### config.mk
export PLATFORM = sky130hd
export DESIGN_NAME = tensor_core_operand_loader_flat
export DESIGN_NICKNAME = d
export VERILOG_FILES = /design/src/rtl/tensor_core_operand_loader_if.sv /design/src/rtl/tensor_core_operand_loader.sv /design/src/flat_wrapper.sv
export SDC_FILE = /design/constraint.sdc
export NUM_CORES = 1
export LEC_CHECK = 0
export CAP_MARGIN = 20
export CORE_MARGIN = 2
export CORE_UTILIZATION = 52
export DETAILED_ROUTE_END_ITERATION = 16
export GPL_TIMING_DRIVEN = 1
export MAX_ROUTING_LAYER = met4
export PLACE_DENSITY = 0.93
export SLEW_MARGIN = 30
export SYNTH_ARGS = -nofsm -noshare
export SYNTH_HDL_FRONTEND = slang
export SYNTH_SLANG_ARGS = --single-unit
### constraint.sdc
create_clock -name clock_in -period 6.35 [get_ports clock_in]
set_clock_uncertainty 0.15 [all_clocks]
set_input_delay 0.9525 -clock clock_in [delete_from_list [all_inputs] [get_ports clock_in]]
set_output_delay 0.9525 -clock clock_in [all_outputs]
set_load 0.005 [all_outputs]
### src/rtl/tensor_core_operand_loader_if.sv
// Command/element valid-ready bundle for the tensor core operand loader.
// master drives valid/op/data; slave (the loader) drives the two readies.
interface tensor_core_operand_loader_if #(
  parameter int BUS_WIDTH = 7
);
  logic               cmd_valid_in;
  logic [2:0]         cmd_op_in;
  logic               cmd_ready_out;
  logic               elem_valid_in;
  logic [BUS_WIDTH:0] elem_data_in;
  logic               elem_ready_out;

  modport master (
    output cmd_valid_in,
    output cmd_op_in,
    output elem_valid_in,
    output elem_data_in,
    input  cmd_ready_out,
    input  elem_ready_out
  );

  modport slave (
    input  cmd_valid_in,
    input  cmd_op_in,
    input  elem_valid_in,
    input  elem_data_in,
    output cmd_ready_out,
    output elem_ready_out
  );
endinterface

### src/rtl/tensor_core_operand_loader.sv
// Operand loader: takes an op, streams 9/18 elements into two 3x3 matrices,
// pulses start, waits COMPUTE_CYCLES, pulses done; error pulse on bad op.
module tensor_core_operand_loader #(
  parameter int BUS_WIDTH      = 7,
  parameter int COMPUTE_CYCLES = 9
) (
  input  logic clock_in,
  input  logic reset_n_in,
  tensor_core_operand_loader_if.slave bus,
  output logic should_start_tensor_core,
  output logic [2:0] matrix_operation_select,
  output logic [2:0][2:0][BUS_WIDTH:0] tensor_core_input1,
  output logic [2:0][2:0][BUS_WIDTH:0] tensor_core_input2,
  output logic busy_out,
  output logic done_out,
  output logic error_out
);

  localparam int CW = $clog2(COMPUTE_CYCLES + 1);

  typedef enum logic [2:0] {
    S_IDLE,
    S_LOAD,
    S_START,
    S_WAIT,
    S_DONE
  } state_t;

  typedef logic [BUS_WIDTH:0] elem_t;

  state_t      state_q, state_d;
  logic [2:0]  op_q, op_d;
  logic [4:0]  idx_q, idx_d;
  logic [CW-1:0] cnt_q, cnt_d;
  logic        err_q, err_d;
  elem_t       m1_q [9];
  elem_t       m1_d [9];
  elem_t       m2_q [9];
  elem_t       m2_d [9];

  logic [4:0]  last_idx;
  logic [3:0]  idx2;

  // ReLU only fills input1, so its stream ends after 9 elements.
  assign last_idx = (op_q == 3'b010) ? 5'd8 : 5'd17;
  // idx 9..17 -> 0..8; mod-16 wrap makes this exact for 16 and 17.
  assign idx2     = idx_q[3:0] - 4'd9;

  always_comb begin
    state_d = state_q;
    op_d    = op_q;
    idx_d   = idx_q;
    cnt_d   = cnt_q;
    err_d   = 1'b0;
    m1_d    = m1_q;
    m2_d    = m2_q;
    bus.cmd_ready_out        = 1'b0;
    bus.elem_ready_out       = 1'b0;
    should_start_tensor_core = 1'b0;
    done_out = 1'b0;
    busy_out = 1'b1;
    unique case (state_q)
      S_IDLE: begin
        busy_out          = 1'b0;
        bus.cmd_ready_out = 1'b1;
        if (bus.cmd_valid_in) begin
          if (bus.cmd_op_in <= 3'b010) begin
            op_d    = bus.cmd_op_in;
            idx_d   = 5'd0;
            state_d = S_LOAD;
          end else begin
            err_d = 1'b1;
          end
        end
      end
      S_LOAD: begin
        bus.elem_ready_out = 1'b1;
        if (bus.elem_valid_in) begin
          if (idx_q < 5'd9) begin
            m1_d[idx_q[3:0]] = bus.elem_data_in;
          end else begin
            m2_d[idx2] = bus.elem_data_in;
          end
          idx_d = idx_q + 5'd1;
          if (idx_q == last_idx) begin
            state_d = S_START;
          end
        end
      end
      S_START: begin
        should_start_tensor_core = 1'b1;
        cnt_d   = '0;
        state_d = S_WAIT;
      end
      S_WAIT: begin
        if (cnt_q == CW'(COMPUTE_CYCLES - 1)) begin
          state_d = S_DONE;
        end else begin
          cnt_d = cnt_q + 1'b1;
        end
      end
      S_DONE: begin
        done_out = 1'b1;
        state_d  = S_IDLE;
      end
      default: begin
        state_d = S_IDLE;
      end
    endcase
  end

  always_ff @(posedge clock_in) begin
    if (!reset_n_in) begin
      state_q <= S_IDLE;
      op_q    <= '0;
      idx_q   <= '0;
      cnt_q   <= '0;
      err_q   <= 1'b0;
      m1_q    <= '{default: '0};
      m2_q    <= '{default: '0};
    end else begin
      state_q <= state_d;
      op_q    <= op_d;
      idx_q   <= idx_d;
      cnt_q   <= cnt_d;
      err_q   <= err_d;
      m1_q    <= m1_d;
      m2_q    <= m2_d;
    end
  end

  assign error_out               = err_q;
  assign matrix_operation_select = op_q;

  for (genvar r = 0; r < 3; r++) begin : g_row
    for (genvar c = 0; c < 3; c++) begin : g_col
      assign tensor_core_input1[r][c] = m1_q[3*r+c];
      assign tensor_core_input2[r][c] = m2_q[3*r+c];
    end
  end

endmodule

### src/flat_wrapper.sv
// flat-port wrapper written by rule: the top's interface ports become plain ports
module tensor_core_operand_loader_flat 
#(
  parameter int BUS_WIDTH      = 7,
  parameter int COMPUTE_CYCLES = 9
)
  (clock_in, reset_n_in, should_start_tensor_core, matrix_operation_select, tensor_core_input1, tensor_core_input2, busy_out, done_out, error_out, bus_cmd_valid_in, bus_cmd_op_in, bus_elem_valid_in, bus_elem_data_in, bus_cmd_ready_out, bus_elem_ready_out);
  tensor_core_operand_loader_if #(.BUS_WIDTH(BUS_WIDTH)) bus_i ();
  input  logic clock_in;
  input  logic reset_n_in;
  output logic should_start_tensor_core;
  output logic [2:0] matrix_operation_select;
  output logic [2:0][2:0][BUS_WIDTH:0] tensor_core_input1;
  output logic [2:0][2:0][BUS_WIDTH:0] tensor_core_input2;
  output logic busy_out;
  output logic done_out;
  output logic error_out;
  input wire logic [$bits(bus_i.cmd_valid_in)-1:0] bus_cmd_valid_in;
  input wire logic [$bits(bus_i.cmd_op_in)-1:0] bus_cmd_op_in;
  input wire logic [$bits(bus_i.elem_valid_in)-1:0] bus_elem_valid_in;
  input wire logic [$bits(bus_i.elem_data_in)-1:0] bus_elem_data_in;
  output wire logic [$bits(bus_i.cmd_ready_out)-1:0] bus_cmd_ready_out;
  output wire logic [$bits(bus_i.elem_ready_out)-1:0] bus_elem_ready_out;
  assign bus_i.cmd_valid_in = bus_cmd_valid_in;
  assign bus_i.cmd_op_in = bus_cmd_op_in;
  assign bus_i.elem_valid_in = bus_elem_valid_in;
  assign bus_i.elem_data_in = bus_elem_data_in;
  assign bus_cmd_ready_out = bus_i.cmd_ready_out;
  assign bus_elem_ready_out = bus_i.elem_ready_out;
  tensor_core_operand_loader #(.BUS_WIDTH(BUS_WIDTH), .COMPUTE_CYCLES(COMPUTE_CYCLES)) u_core (.clock_in(clock_in), .reset_n_in(reset_n_in), .bus(bus_i), .should_start_tensor_core(should_start_tensor_core), .matrix_operation_select(matrix_operation_select), .tensor_core_input1(tensor_core_input1), .tensor_core_input2(tensor_core_input2), .busy_out(busy_out), .done_out(done_out), .error_out(error_out));
endmodule
==> metrics, run 1 <==
final setup fails=0; Synth top area share=between 50% and 60%; register area share after synthesis=around half; Slew headroom=between 30% and 40%; CP Buf/Inv Count=1; reg2reg path depth=5; final-report hold violation count=0; RePlAce Congestion=0.8320; CTS root buf=clkbuf_16; asr flop ratio synth=0%; CTS tree=built; internal power=1.656 mW; final worst path period need=approximately 3.1 ns; initial antenna violation count=0; cts repair resizes=0; drt pass-1 iters=5; CP required=6.52 ns; area post-placement=approximately 8000 um2; post-synthesis register bit count=160; diode count=0; fin worst setup slack=3.292 ns; DP Wirelength=between 10000 and 15000 um; CP Launch Type=input pin; CP Depth=5; Setup Fix Bufs, Post-CTS=0; post-synth cell types=46; core area=roughly 12000 um2; CTS Sinks=160; hold path depth=2; Min-Delay Path Class=reg2reg; vias in the first global route=between 5000 and 6000; Power Density=about 250 nW/um2; RSZ-0062 raised after global routing=no; number of synthesis warnings=0; Top Family by Delay on Critical Path=simple AND/OR/NAND/NOR gates; worst slack at placement=around 3 ns; number of enable flip-flop cells after synthesis=0; Die Y=114.0 um; Mapped Cells=613; Leak=2.946 nW; clock buffer depth=2; Reg power frac=between 40% and 50%; largest net degree at the start of global routing=94; commonest non-fill, non-tap cell in the layout=clkdlybuf4s50_1; H-tree depth=4; total gr overflow=0; Area Growth Syn to Fin=36.59%; commonest register cell after synthesis=dfxtp_1; std cell rows=40; DR vias=a little over 5000; Die ar.=approximately 13000 um2; Worst Tran Pin Value=around 0.94 ns; routed vias/inst=5.560; Ports=between 150 and 200; Die Wd=114.0 um; Synth area leader=dfxtp_1; wire per inst=approximately 19 um; Max Slew Vio Count=0; Max FO, Critical Path=11; CP max-delay cell=and4bb_1; Clk pwr share=between 40% and 50%; net switching power=about 0.5 mW; I/O Buffers=167; total global-route track usage=28.17%; FILL cells=roughly 810; cts hold-fix bufs=0; crit path kind=in2reg; nets@finish=about 800; crit path cell chain=clkdlybuf4s50_1 -> and4bb_1 -> nor4b_1 -> and2_1 -> mux2i_1; hold_ws=a little over 0.3 ns; Switching Share=a little under a quarter; Tcrit/Tclk final=48.16%; share of cells above drive strength 1=under 10%; Max Cap Viol=0; mapped cell area=around 6300 um2; Max Fclk=327.0 MHz; Final ANT Viol Nets=0; crit path capture type=flip-flop; most frequent cells in the layout=clkdlybuf4s50_1 (166), dfxtp_1 (160), nand2_1 (137), mux2i_1 (130), nand3_1 (23); syn nets=636; first-pass GRT wire length=~28000 um; Worst path max stage delay=about 0.56 ns; final wirelength=between 15000 and 20000 um; Reg clk slew, reported paths=about 0.07 ns; DR iter-0 viols=~300; post-route cell area=approximately 8600 um2; top cells by area, synth=dfxtp_1 (51%), mux2i_1 (21%), nand2_1 (8.2%); combinational cell fraction of total power=under 10%; setup_tns=0 ns; Synth Area per Inst=10.27 um2; total CTS buffers=17; Worst IR Drop VDD=0.1909 mV; Initial Util=between 50 and 60%; Remaining DRCs=0; Clock Latency Late Sink=about 0.42 ns; Arr. time, crit path=3.23 ns; outcome=finished clean
-- tightest hold or removal path, delay by kind of cell (launching register included) --
family           cells  cell delay [ns]
flip-flops           1             0.31
AND/OR/NAND/NOR      1             0.05
multiplexers         1             0.05
-- routing by layer --
| layer | global-route usage (%) | routed length [um] | up-vias |
|---|---|---|---|
| met1 | 32.88 | 7330 | 2483 |
| met3 | 8.289 | 1383 | 50 |
| li1 | - | - | 2374 |
| met5 | - | 0 | - |
| met4 | 14.47 | 606 | 0 |
| met2 | 44.17 | 8437 | 208 |
-- cells in the mapped netlist, drive strengths merged (3+ instances only) --
cell type,n
and3b,3
nor2,7
a21oi,13
nand3,23
inv,7
nor3b,7
ha,8
o211ai,5
and3,4
o21ai,20
clkbuf,27
buf,13
nand2,137
and2,4
nand3b,3
a21boi,6
mux2i,130
dfxtp,160
nor2b,12
-- worst paths after layout --
path / from / endpoint / slack (ns)
worst max register to register: u_core.idx_q[0]$_SDFFE_PN0P_ / u_core.tensor_core_input2[62]$_SDFFE_PN0P_ / 3.79
worst max-delay path: bus_elem_valid_in / u_core.tensor_core_input1[19]$_SDFFE_PN0P_ / 3.29
worst min-delay path: u_core.tensor_core_input2[65]$_SDFFE_PN0P_ / u_core.tensor_core_input2[65]$_SDFFE_PN0P_ / 0.31
worst min register to register: u_core.tensor_core_input2[65]$_SDFFE_PN0P_ / u_core.tensor_core_input2[65]$_SDFFE_PN0P_ / 0.31
-- registers in the layout (all words and copies together) (netlist names) --
register,cells
u_core.cnt_q,4
u_core.error_out,1
u_core.idx_q,5
u_core.matrix_operation_select,3
u_core.state_q,3
u_core.tensor_core_input1,72
u_core.tensor_core_input2,72
-- power by group through the flow --
stage	clock network (mW)	registers, mW	logic [mW]
3_5_place_dp	0	1.03	0.0769
6_report	1.06	1.01	0.0779
4_1_cts	1.07	1.01	0.0774
3_3_place_gp	0	1.03	0.0750
2_1_floorplan	0	1.03	0.0452
5_1_grt	1.11	1.01	0.0831
-- cells by family after synthesis --
kind of cell | after synthesis | share of synthesized area (%)
adders and majority gates | 8 | 1.590
and+or+nand+nor | 214 | 16.10
muxes | 130 | 20.67
DFF | 160 | 50.88
buffers and inverters | 47 | 3.280
AOI/OAI and AO/OA | 51 | 7.056
xor gates and xnor gates | 3 | 0.4175
-- through the flow --
stage	total power, mW	utilization (%)	instances
finish	2.150	72.18	920
global route	2.205	72.18	920
CTS	2.155	72.13	920
detailed placement	1.110	67.01	888
global placement	1.107	66.95	888
floorplan	1.077	-	613
-- cell type report --
class	instances	area (um2)	area share (%)
inverter	7	26.28	0.3056
clock buffer	17	425.4	4.948
multi-input combinational	406	2898	33.70
tap	147	183.9	2.139
sequential	160	3203	37.25
timing repair buffer	168	1677	19.50
clock inverter	15	185.2	2.154
No activity file was read; power rests on OpenSTA's default activity.
==> inputs of run 2 (changes only) <==
--- a/config.mk
+++ b/config.mk
@@ -7,11 +7,11 @@
 export LEC_CHECK = 0
 export CAP_MARGIN = 20
 export CORE_MARGIN = 2
-export CORE_UTILIZATION = 52
+export CORE_UTILIZATION = 48
 export DETAILED_ROUTE_END_ITERATION = 16
 export GPL_TIMING_DRIVEN = 1
 export MAX_ROUTING_LAYER = met4
-export PLACE_DENSITY = 0.93
+export PLACE_DENSITY = 0.87
 export SLEW_MARGIN = 30
 export SYNTH_ARGS = -nofsm -noshare
 export SYNTH_HDL_FRONTEND = slang
==> constraint.sdc (replaced) <==
create_clock -name clock_in -period 3 [get_ports clock_in]
set_clock_uncertainty 0.15 [all_clocks]
set_input_delay 0.45 -clock clock_in [delete_from_list [all_inputs] [get_ports clock_in]]
set_output_delay 0.45 -clock clock_in [all_outputs]
set_load 0.005 [all_outputs]
==> run 2 against run 1 <==
  * Combinational power is 120% higher
  * Largest power group unchanged
  * Critical endpoint is now bus_elem_ready_out
  * Non-clock buffer count is 6 higher
  * Core utilization is 4.0 points lower
  * Register-to-register slack worse by 3.3 ns
  * Power is 110% higher
  * Worst hold slack worse by 0.0030 ns
  * Die area is 8.0% higher
  * Worst setup slack worse by 3.0 ns
  * Via count is 1.8% lower
==> metrics, run 2 (synthesis gave the netlist of run 1 again) <==
Min-Delay Path Class=reg2reg (unchanged); Die ar.=14050 um2 (was 13000 um2); CTS tree=built (unchanged); largest net degree at the start of global routing=75 (was 94); final-report hold violation count=0 (unchanged); wire per inst=18.83 um (was 19.30 um); CTS root buf=clkbuf_16 (unchanged); reg2reg path depth=5 (unchanged); CP required=2.40 ns (was 6.52 ns); Worst Tran Pin Value=0.9510 ns (was 0.9393 ns); nets@finish=789 (was 783); Clock Latency Late Sink=0.43 ns (was 0.42 ns); commonest non-fill, non-tap cell in the layout=clkdlybuf4s50_1 (unchanged); total gr overflow=0 (unchanged); I/O Buffers=167 (unchanged); Final ANT Viol Nets=0 (unchanged); Arr. time, crit path=2.06 ns (was 3.23 ns); Leak=2.989 nW (was 2.946 nW); clock buffer depth=2 (unchanged); Worst IR Drop VDD=0.3325 mV (was 0.1909 mV); Setup Fix Bufs, Post-CTS=0 (unchanged); Max FO, Critical Path=8 (was 11); final setup fails=0 (unchanged); DP Wirelength=11810 um (was 11490 um); area post-placement=8051 um2 (was 7981 um2); DR vias=5025 (was 5115); H-tree depth=4 (unchanged); share of cells above drive strength 1=7.831% (was 7.633%); crit path capture type=output port (was flip-flop); Die Y=118.5 um (was 114.0 um); Max Slew Vio Count=0 (unchanged); drt pass-1 iters=5 (unchanged); outcome=finished clean (unchanged); Worst R2R Start=u_core.idx_q[0]$_SDFFE_PN0P_ (unchanged); Tcrit/Tclk final=88.80%; routed vias/inst=5.284 (was 5.560); Area Growth Syn to Fin=37.73% (was 36.59%); Max Fclk=~380 MHz; min-delay src=u_core.tensor_core_input2[17]$_SDFFE_PN0P_ (was u_core.tensor_core_input2[65]$_SDFFE_PN0P_); vias in the first global route=5228 (was 5254); DR iter-0 viols=386 (was 304); CTS Sinks=160 (unchanged); total global-route track usage=26.15% (was 28.17%); Ports=168 (unchanged); FF-to-FF setup slack=0.48 ns (was 3.79 ns); final worst path period need=around 2.7 ns; Util after Layout=68.15% (was 72.18%); first-pass GRT wire length=27970 um (was 27510 um); RePlAce Congestion=0.8663 (was 0.8320); Worst setup startpoint=u_core.state_q[0]$_SDFFE_PN0P_ (was bus_elem_valid_in); Die Wd=118.5 um (was 114.0 um); R2R Path End=u_core.tensor_core_input2[52]$_SDFFE_PN0P_ (was u_core.tensor_core_input2[62]$_SDFFE_PN0P_); Worst Setup EP=bus_elem_ready_out (was u_core.tensor_core_input1[19]$_SDFFE_PN0P_); post-route cell area=8670 um2 (was 8598 um2); std cell rows=41 (was 40); setup_tns=0 ns (unchanged); FILL cells=999 (was 806); hold_ws=0.3072 ns (was 0.3101 ns); diode count=0 (unchanged); final wirelength=17910 um (was 17760 um); Max Cap Viol=0 (unchanged); Reg clk slew, reported paths=0.06 ns (was 0.07 ns); total power=4.560 mW (was 2.150 mW); cts repair resizes=0 (unchanged); initial antenna violation count=0 (unchanged); CP Launch Type=flip-flop (was input pin); Slew headroom=36.44% (was 37.23%); Initial Util=49.48% (was 52.85%); Power Density=526.0 nW/um2 (was 250.1 nW/um2); crit path kind=reg2out (was in2reg); cts hold-fix bufs=0 (unchanged); total CTS buffers=17 (unchanged); Remaining DRCs=0 (unchanged); core area=12720 um2 (was 11910 um2); RSZ-0062 raised after global routing=no (unchanged); most frequent cells in the layout=clkdlybuf4s50_1 (166), dfxtp_1 (160), nand2_1 (137), mux2i_1 (130), nand3_1 (23) (unchanged)
run 2: changes by cell type in the layout (fill, tap and decap cells not counted):
cell,before,now
buf_4,2,8
clkbuf_1,0,2
clkbuf_8,0,4
clkinv_2,2,3
clkinvlp_4,4,1
inv_6,3,0
inv_8,1,0
o2111ai_1,0,2
o2111ai_2,2,0
run 2: worst min-delay path by stage:
stage / to / slack (ns) / depth (start not counted)
finish: u_core.tensor_core_input2[17]$_SDFFE_PN0P_ / 0.31 / 2
global route: u_core.tensor_core_input2[17]$_SDFFE_PN0P_ / 0.32 / 2
CTS: u_core.tensor_core_input2[3]$_SDFFE_PN0P_ / 0.31 / 2
detailed placement: u_core.tensor_core_input2[3]$_SDFFE_PN0P_ / 0.30 / 2
global placement: u_core.tensor_core_input1[44]$_SDFFE_PN0P_ / 0.29 / 2
floorplan: u_core.tensor_core_input1[10]$_SDFFE_PN0P_ / 0.30 / 2
run 2: cell type report:
cell class                 count  area [um2]  area share, %
tap                          172       215.2          2.482
sequential                   160        3203          36.95
clock inverter                 9       130.1          1.501
inverter                       7       26.28         0.3031
multi-input combinational    406        2885          33.28
clock buffer                  23       488.0          5.629
timing repair buffer         174        1722          19.86
run 2: through the flow:
step	instances	setup WS [ns]
2_1_floorplan	613	0.9024
3_3_place_gp	919	0.4471
3_5_place_dp	919	0.3246
4_1_cts	951	0.3788
5_1_grt	951	0.2888
6_report	951	0.3360
run 2: layer usage:
metal	share of wire, %	GRT usage (%)	up-vias
li1	-	-	2390
met3	7.1	8.398	32
met5	0	-	-
met4	2.1	9.598	0
met1	43	30.90	2424
met2	48	41.80	179
run 2: critical path, cell delays in order, from the launching register on:
cell             delay (ns)
dfxtp_1                0.46
nor3b_1                0.56
clkdlybuf4s50_1        0.62
run 2: report_power, final:
group / internal [mW] / switching, mW / total (mW) / leakage, nW
registers: 2.13 / 0.00746 / 2.14 / 1.29
logic: 0.0568 / 0.114 / 0.171 / 1.40
clock network: 1.40 / 0.854 / 2.25 / 0.303
